[src/rtl/div_32_seq_pkg.sv]
// Shared ALU definitions: function-select codes for the multiply/divide
// unit, default operand width and the divider state encoding.
package div_32_seq_pkg;

   localparam int         DIV_WIDTH = 32;
   localparam logic [4:0] FS_MUL    = 5'h1E;
   localparam logic [4:0] FS_DIV    = 5'h1F;

   typedef enum logic [1:0] {
      ST_IDLE = 2'd0,
      ST_RUN  = 2'd1,
      ST_FIX  = 2'd2,
      ST_DONE = 2'd3
   } div_state_e;

endpackage : div_32_seq_pkg

[src/rtl/div_32_seq_step.sv]
// div_step: one restoring-division iteration on unsigned magnitudes.
// {R,Q} shifts left by one; if the shifted remainder is at least the
// divisor magnitude, the divisor is subtracted and a 1 enters Q[0].
module div_step
   import div_32_seq_pkg::*;
#(
   parameter int WIDTH = DIV_WIDTH
) (
   input  logic [WIDTH-1:0] r_i,
   input  logic [WIDTH-1:0] q_i,
   input  logic [WIDTH-1:0] d_i,
   output logic [WIDTH-1:0] r_o,
   output logic [WIDTH-1:0] q_o
);

   logic [WIDTH:0] r_sh_d;
   logic           fits_d;

   // Shift-and-trial: the shifted remainder needs one extra bit because
   // the divisor magnitude can be 2^(WIDTH-1). The compare is the sign
   // test of the trial subtraction; when it fits, the difference is
   // below the divisor, so the low WIDTH bits hold it exactly.
   always_comb begin
      r_sh_d = {r_i, q_i[WIDTH-1]};
      fits_d = (r_sh_d >= {1'b0, d_i});
      if (fits_d) begin
         r_o = r_sh_d[WIDTH-1:0] - d_i;
         q_o = {q_i[WIDTH-2:0], 1'b1};
      end else begin
         r_o = r_sh_d[WIDTH-1:0];
         q_o = {q_i[WIDTH-2:0], 1'b0};
      end
   end

endmodule : div_step

[src/rtl/div_32_seq.sv]
// div_32_seq: iterative signed divider for the MIPS ALU. Quotient goes to
// Y_lo, remainder to Y_hi (HI/LO convention). Remainder takes the sign of
// the dividend. A zero divisor completes in one clock with Y_lo all ones
// and Y_hi equal to the dividend.
// Optional feature macro: DIV_ZERO_FLAG_EN adds the DZ divide-by-zero flag.
//
//   state   | meaning
//   --------+---------------------------------------------------------
//   IDLE    | waiting for start with FS==FS_DIV; operands sampled here
//   RUN     | one restoring step per clock, 32 steps (down-counter)
//   FIX     | apply quotient/remainder signs, update N and Z
//   DONE    | done pulse for one cycle, then back to IDLE
module div_32_seq
   import div_32_seq_pkg::*;
#(
   parameter int         WIDTH  = DIV_WIDTH,
   parameter logic [4:0] FS_DIV = div_32_seq_pkg::FS_DIV
) (
   input  logic             clk,
   input  logic             reset,
   input  logic             start,
   input  logic [4:0]       FS,
   input  logic [WIDTH-1:0] S,
   input  logic [WIDTH-1:0] T,
   output logic             busy,
   output logic             done,
   output logic [WIDTH-1:0] Y_hi,
   output logic [WIDTH-1:0] Y_lo,
   output logic             N,
   output logic             Z
`ifdef DIV_ZERO_FLAG_EN
   ,
   output logic             DZ
`endif
);

   localparam int               CNT_W    = $clog2(WIDTH) + 1;
   localparam logic [CNT_W-1:0] CNT_LAST = CNT_W'(WIDTH - 1);

   div_state_e       state_q;
   logic [CNT_W-1:0] cnt_q;
   logic [WIDTH-1:0] r_q;
   logic [WIDTH-1:0] q_q;
   logic [WIDTH-1:0] dmag_q;
   logic             sign_quo_q;
   logic             sign_rem_q;
   logic             busy_q;
   logic             done_q;
   logic [WIDTH-1:0] y_hi_q;
   logic [WIDTH-1:0] y_lo_q;
   logic             n_q;
   logic             z_q;
`ifdef DIV_ZERO_FLAG_EN
   logic             dz_q;
`endif

   logic [WIDTH-1:0] s_mag_d;
   logic [WIDTH-1:0] t_mag_d;
   logic [WIDTH-1:0] r_d;
   logic [WIDTH-1:0] q_d;
   logic [WIDTH-1:0] y_lo_fix_d;
   logic [WIDTH-1:0] y_hi_fix_d;
   logic             launch_d;

   // Operand magnitudes (the most negative value maps to unsigned 2^31)
   // and the signed fix-up of the finished quotient and remainder.
   always_comb begin
      s_mag_d    = S[WIDTH-1] ? -S : S;
      t_mag_d    = T[WIDTH-1] ? -T : T;
      y_lo_fix_d = sign_quo_q ? -q_q : q_q;
      y_hi_fix_d = sign_rem_q ? -r_q : r_q;
      launch_d   = start && (FS == FS_DIV);
   end

   div_step #(
      .WIDTH (WIDTH)
   ) u_step (
      .r_i (r_q),
      .q_i (q_q),
      .d_i (dmag_q),
      .r_o (r_d),
      .q_o (q_d)
   );

   // Sequencer, iteration datapath and registered result outputs.
   always_ff @(posedge clk) begin
      if (reset) begin
         state_q    <= ST_IDLE;
         cnt_q      <= '0;
         r_q        <= '0;
         q_q        <= '0;
         dmag_q     <= '0;
         sign_quo_q <= 1'b0;
         sign_rem_q <= 1'b0;
         busy_q     <= 1'b0;
         done_q     <= 1'b0;
         y_hi_q     <= '0;
         y_lo_q     <= '0;
         n_q        <= 1'b0;
         z_q        <= 1'b0;
`ifdef DIV_ZERO_FLAG_EN
         dz_q       <= 1'b0;
`endif
      end else begin
         case (state_q)
            ST_IDLE: begin
               done_q <= 1'b0;
               if (launch_d) begin
                  sign_quo_q <= S[WIDTH-1] ^ T[WIDTH-1];
                  sign_rem_q <= S[WIDTH-1];
                  dmag_q     <= t_mag_d;
`ifdef DIV_ZERO_FLAG_EN
                  dz_q       <= (T == '0);
`endif
                  if (T != '0) begin
                     r_q     <= '0;
                     q_q     <= s_mag_d;
                     cnt_q   <= CNT_LAST;
                     busy_q  <= 1'b1;
                     state_q <= ST_RUN;
                  end else begin
                     y_lo_q  <= '1;
                     y_hi_q  <= S;
                     n_q     <= 1'b1;
                     z_q     <= 1'b0;
                     done_q  <= 1'b1;
                     state_q <= ST_DONE;
                  end
               end
            end
            ST_RUN: begin
               r_q <= r_d;
               q_q <= q_d;
               if (cnt_q == '0) begin
                  state_q <= ST_FIX;
               end else begin
                  cnt_q <= cnt_q - 1'b1;
               end
            end
            ST_FIX: begin
               y_lo_q  <= y_lo_fix_d;
               y_hi_q  <= y_hi_fix_d;
               n_q     <= y_lo_fix_d[WIDTH-1];
               z_q     <= (y_lo_fix_d == '0);
               busy_q  <= 1'b0;
               done_q  <= 1'b1;
               state_q <= ST_DONE;
            end
            ST_DONE: begin
               done_q  <= 1'b0;
               state_q <= ST_IDLE;
            end
            default: begin
               busy_q  <= 1'b0;
               done_q  <= 1'b0;
               state_q <= ST_IDLE;
            end
         endcase
      end
   end

   assign busy = busy_q;
   assign done = done_q;
   assign Y_hi = y_hi_q;
   assign Y_lo = y_lo_q;
   assign N    = n_q;
   assign Z    = z_q;
`ifdef DIV_ZERO_FLAG_EN
   assign DZ   = dz_q;
`endif

endmodule : div_32_seq

[config.mk]
export PLATFORM = sky130hd
export DESIGN_NAME = div_32_seq
export DESIGN_NICKNAME = d
export VERILOG_FILES = /design/src/rtl/div_32_seq_pkg.sv /design/src/rtl/div_32_seq_step.sv /design/src/rtl/div_32_seq.sv
export SDC_FILE = /design/constraint.sdc
export NUM_CORES = 1
export LEC_CHECK = 0
export CAP_MARGIN = 0
export CORE_MARGIN = 2
export CORE_UTILIZATION = 44
export CTS_CLUSTER_DIAMETER = 80
export DETAILED_ROUTE_END_ITERATION = 6
export PLACE_DENSITY = 0.65
export SYNTH_ARGS = -nofsm -noshare
export SYNTH_HDL_FRONTEND = slang
export SYNTH_SLANG_ARGS = --single-unit
[constraint.sdc]
create_clock -name clk -period 3.8 [get_ports clk]
set_input_delay 0.57 -clock clk [delete_from_list [all_inputs] [get_ports clk]]
set_output_delay 0.57 -clock clk [all_outputs]
set_load 0.02 [all_outputs]
==> impl_metrics.csv, run 1 <==
group,metric,value,unit
run_status,status,"complete, no violations",
cts,ctsHoldBuffers,0,
cts,cts_bufs_inserted,17,
timing,worst_pin_slew,1.053,ns
power_and_ir_drop,peakVddDrop,317.5,µV
timing,post-route-min-period,3.439,ns
synthesis,syn_inst,1529,
finish,finalCoreUtilization,0.5418,
timing,setup_repair_after_global_routing_missed_its_margin,"false",
detailed_routing,vias_per_cell,5.829,
cts,clkLatencyLatePin,0.44,ns
timing,fin_hold_viols,0,
global_routing,antenna_found_initial,0,
synthesis,synthArstFlopShare,0,
timing,finalCritPeriodShare,0.9050,
timing,total_setup_violations_reported_at_the_end_of_the_flow,0,
cts,max-clock-path-buffers,2,
cts,postCtsSetupRepairBufs,0,
global_routing,grt_max_degree,97,
synthesis,synth_top_area_cell,"sky130_fd_sc_hd__dfxtp_1",
synthesis,post_synth_mux_area_share,0.03277,
floorplanning,placementRows,59,
min_path,worst_hold_class,"flip-flop to flip-flop",
synthesis,yosys.area_share.simple,0.2066,
detailed_routing,num_vias,11536,
synthesis,synth_top_family_by_area,"compound AO/OA/AOI/OAI gates",
timing,max_slew_violation_count,0,
detailed_routing,drt_first_pass_iters,5,
placement,io_buffer_count,139,
synthesis,ys_top_cells_by_count,"sky130_fd_sc_hd__nand2_1, sky130_fd_sc_hd__dfxtp_1, sky130_fd_sc_hd__nor2_1, sky130_fd_sc_hd__a21oi_1",
floorplanning,top_level_ports,140,
worst_setup_path,critical_path_capture_point_type,"flip-flop",
power_and_ir_drop,power.density_cell_area,529.7,nW/µm²
timing,setup-tns-final,0,ns
finish,post_layout_net_count,1746,
worst_setup_path,signal_arrival_time_at_the_worst_endpoint,3.74,ns
detailed_routing,drt_first_iter_violations,1106,
global_routing,grt.overflow.total,0,
placement,dp_hpwl,27.62,mm
cts,clkSlewWorstSetupHoldPaths,0.07,ns
cts,htree_num_levels,4,
finish,multi_input_area,7607,µm²
finish,n_antenna_cell,0,
synthesis,synth.distinct_cells,68,
cts,cts_sinks,173,
detailed_routing,remaining_drc_errors,0,
global_routing,global_route_wire_length_before_repair,57.91,mm
synthesis,yosys_register_bits,173,
detailed_routing,route.detailed.wl_per_inst,18.31,µm
worst_setup_path,timing.critical_path.fanout_max,14,
synthesis,yosys.cell_count.top_type,"sky130_fd_sc_hd__nand2_1",
synthesis,synth.area.top_cells,"sky130_fd_sc_hd__dfxtp_1, sky130_fd_sc_hd__xor2_1, sky130_fd_sc_hd__nand2_1",
floorplanning,die_boundary_width,166.7,µm
synthesis,count_of_warnings_emitted_by_yosys,0,
synthesis,synthFlopType,"sky130_fd_sc_hd__dfxtp_1",
synthesis,synthesis.nets,1644,
worst_setup_path,worst_ep_required_time,4.10,ns
floorplanning,dieArea,27780,µm²
cts,clock_tree.root_cell,"sky130_fd_sc_hd__clkbuf_16",
finish,final.fill_count,2528,
timing,fmaxAchievable,290.8,MHz
cts,cts_tree,"done",
synthesis,syn-cell-area,11640,µm²
power_and_ir_drop,leakage,0.005311,µW
timing,timing.max_slew.rel_slack,0.2982,
worst_setup_path,worstSetupPathType,"flip-flop to flip-flop",
floorplanning,initial_core_util,0.4481,
synthesis,compound_gate_portion_of_the_synthesized_area,0.2507,
synthesis,yosys.area_share.xor_xnor,0.1112,
synthesis,yosysSeqAreaShare,0.2974,
detailed_routing,route.antenna.remaining_nets,0,
detailed_routing,route.final.wire_length,36.23,mm
finish,final_layout_size_suffix_gt1_frac,0.06448,
synthesis,number_of_enable_type_register_cells_in_the_synthesized_netlist,0,
timing,clock-skew-final,0.01607,ns
synthesis,syn-mean-instance-area,7.615,µm²
global_routing,gr-usage-all-layers,0.2562,
global_routing,grt_pass1_vias,10624,
floorplanning,core_area,25980,µm²
synthesis,synthesized_area_fraction_occupied_by_adder_cells,0.04685,
flow_run,timing.max_cap.violations,0,
floorplanning,die_h,166.7,µm
cts,ctsResizeCount,0,
worst_setup_path,startpoint_type,"flip-flop",
synthesis,synth_largest_type_area_fraction,0.2974,
finish,area_growth,20.91,%
finish,sequential_standard_cell_area,3463,µm²
placement,gp_congestion,0.9126,
## stage by stage
| step | cells | total power (µW) | instance area [µm²] | hold WS [ns] | setup slack (ns) |
|---|---|---|---|---|---|
| after floorplan | 1529 | 4614 | 11640 | 0.4319 | 0.8073 |
| after global placement | 1946 | 5606 | 13480 | 0.4412 | 0.1891 |
| after detailed placement | 1946 | 5646 | 13480 | 0.4527 | 0.09951 |
| after CTS | 1978 | 7395 | 14060 | 0.4615 | 0.2234 |
| after global routing | 1979 | 7903 | 14080 | 0.4743 | 0.1884 |
| final | 1979 | 7457 | 14080 | 0.4572 | 0.3610 |
## per-layer routing
metal	vias up	GRT usage	part of all wire	routed length (µm)
li1	5713	-	-	-
met1	5423	0.3651	0.48	17300
met2	355	0.4073	0.45	16260
met3	45	0.03208	0.054	1973
met4	0	0.07271	0.019	697
met5	-	0	0	0
## logic make-up after synthesis
family | count (synthesis)
xor+xnor | 147
mux | 38
simple gates | 521
compound gates | 445
flops | 173
buf+inv | 162
fa+ha+maj | 43
## critical path: stages, from the launching register on
cell and delay [ns]:
sky130_fd_sc_hd__dfxtp_1 0.56, sky130_fd_sc_hd__ha_1 0.42, sky130_fd_sc_hd__a21oi_1 0.35, sky130_fd_sc_hd__o21ai_0 0.24, sky130_fd_sc_hd__nor3_1 0.23, sky130_fd_sc_hd__or3b_2 0.51
sky130_fd_sc_hd__nand3_1 0.29, sky130_fd_sc_hd__a31oi_4 0.33, sky130_fd_sc_hd__nand3_1 0.26, sky130_fd_sc_hd__o211ai_1 0.12
## layout by cell type, fill, tap and decap left out, types with 16 or more instances in the layout
cell                              Yosys  routed
sky130_fd_sc_hd__o41ai_1             26      26
sky130_fd_sc_hd__o31ai_1             32      32
sky130_fd_sc_hd__nand2_1            185     185
sky130_fd_sc_hd__nand3_1             24      24
sky130_fd_sc_hd__nor2_1             161     160
sky130_fd_sc_hd__o21ai_0             96      95
sky130_fd_sc_hd__buf_4                1      48
sky130_fd_sc_hd__mux2i_1             37      37
sky130_fd_sc_hd__inv_1               54      54
sky130_fd_sc_hd__a211oi_1            80      80
sky130_fd_sc_hd__clkdlybuf4s50_1      0     138
sky130_fd_sc_hd__xor2_1              96      96
sky130_fd_sc_hd__nand4_1             21      21
sky130_fd_sc_hd__clkbuf_16            0      17
sky130_fd_sc_hd__dfxtp_1            173     173
sky130_fd_sc_hd__or4_1               24      24
sky130_fd_sc_hd__xnor2_1             50      50
sky130_fd_sc_hd__ha_1                42      41
sky130_fd_sc_hd__o211ai_1            33      33
sky130_fd_sc_hd__a21oi_1             97      97
sky130_fd_sc_hd__nor3_1              26      26
sky130_fd_sc_hd__nand2b_1            16      16
## registers in the layout, indices dropped and copies added (netlist names)
register    flops
Z               1
Y_lo           32
Y_hi           32
done            1
q_q            32
dmag_q         32
sign_quo_q      1
cnt_q           6
state_q         2
sign_rem_q      1
r_q            32
busy            1
## power by group
part / leakage [µW] / switching (µW) / internal (µW) / total [µW]
Clock: 0.000275 / 828 / 927 / 1760
Combinational: 0.00364 / 2100 / 1420 / 3520
Sequential: 0.00140 / 183 / 2000 / 2180
## cell type report
class | count | area share
clock buffers | 17 | 0.03022
clock inverters | 15 | 0.01102
inverters | 55 | 0.01466
multi-input cells | 1195 | 0.5403
flip-flops and latches | 173 | 0.2460
well taps | 335 | 0.02977
repair buffers | 189 | 0.1280
## worst paths after layout
check	endpoint	from	depth (start not counted)	slack [ns]
hold / removal	Y_hi[11]$_SDFFE_PP0P_	Y_hi[11]$_SDFFE_PP0P_	2	0.46
hold reg to reg	Y_hi[11]$_SDFFE_PP0P_	Y_hi[11]$_SDFFE_PP0P_	2	0.46
setup / recovery	r_q[24]$_SDFFE_PP0P_	r_q[15]$_SDFFE_PP0P_	9	0.36
setup reg to reg	r_q[24]$_SDFFE_PP0P_	r_q[15]$_SDFFE_PP0P_	9	0.36
No activity file was read; power rests on OpenSTA's default activity.
==> run 2, diff against run 1 <==
--- a/config.mk
+++ b/config.mk
@@ -10,6 +10,7 @@
 export CORE_UTILIZATION = 44
 export CTS_CLUSTER_DIAMETER = 80
 export DETAILED_ROUTE_END_ITERATION = 6
+export GPL_ROUTABILITY_DRIVEN = 1
 export PLACE_DENSITY = 0.65
 export SYNTH_ARGS = -nofsm -noshare
 export SYNTH_HDL_FRONTEND = slang
==> results of run 2 <==
Same layout as run 1: the final DEF is identical, and so are final timing and power.
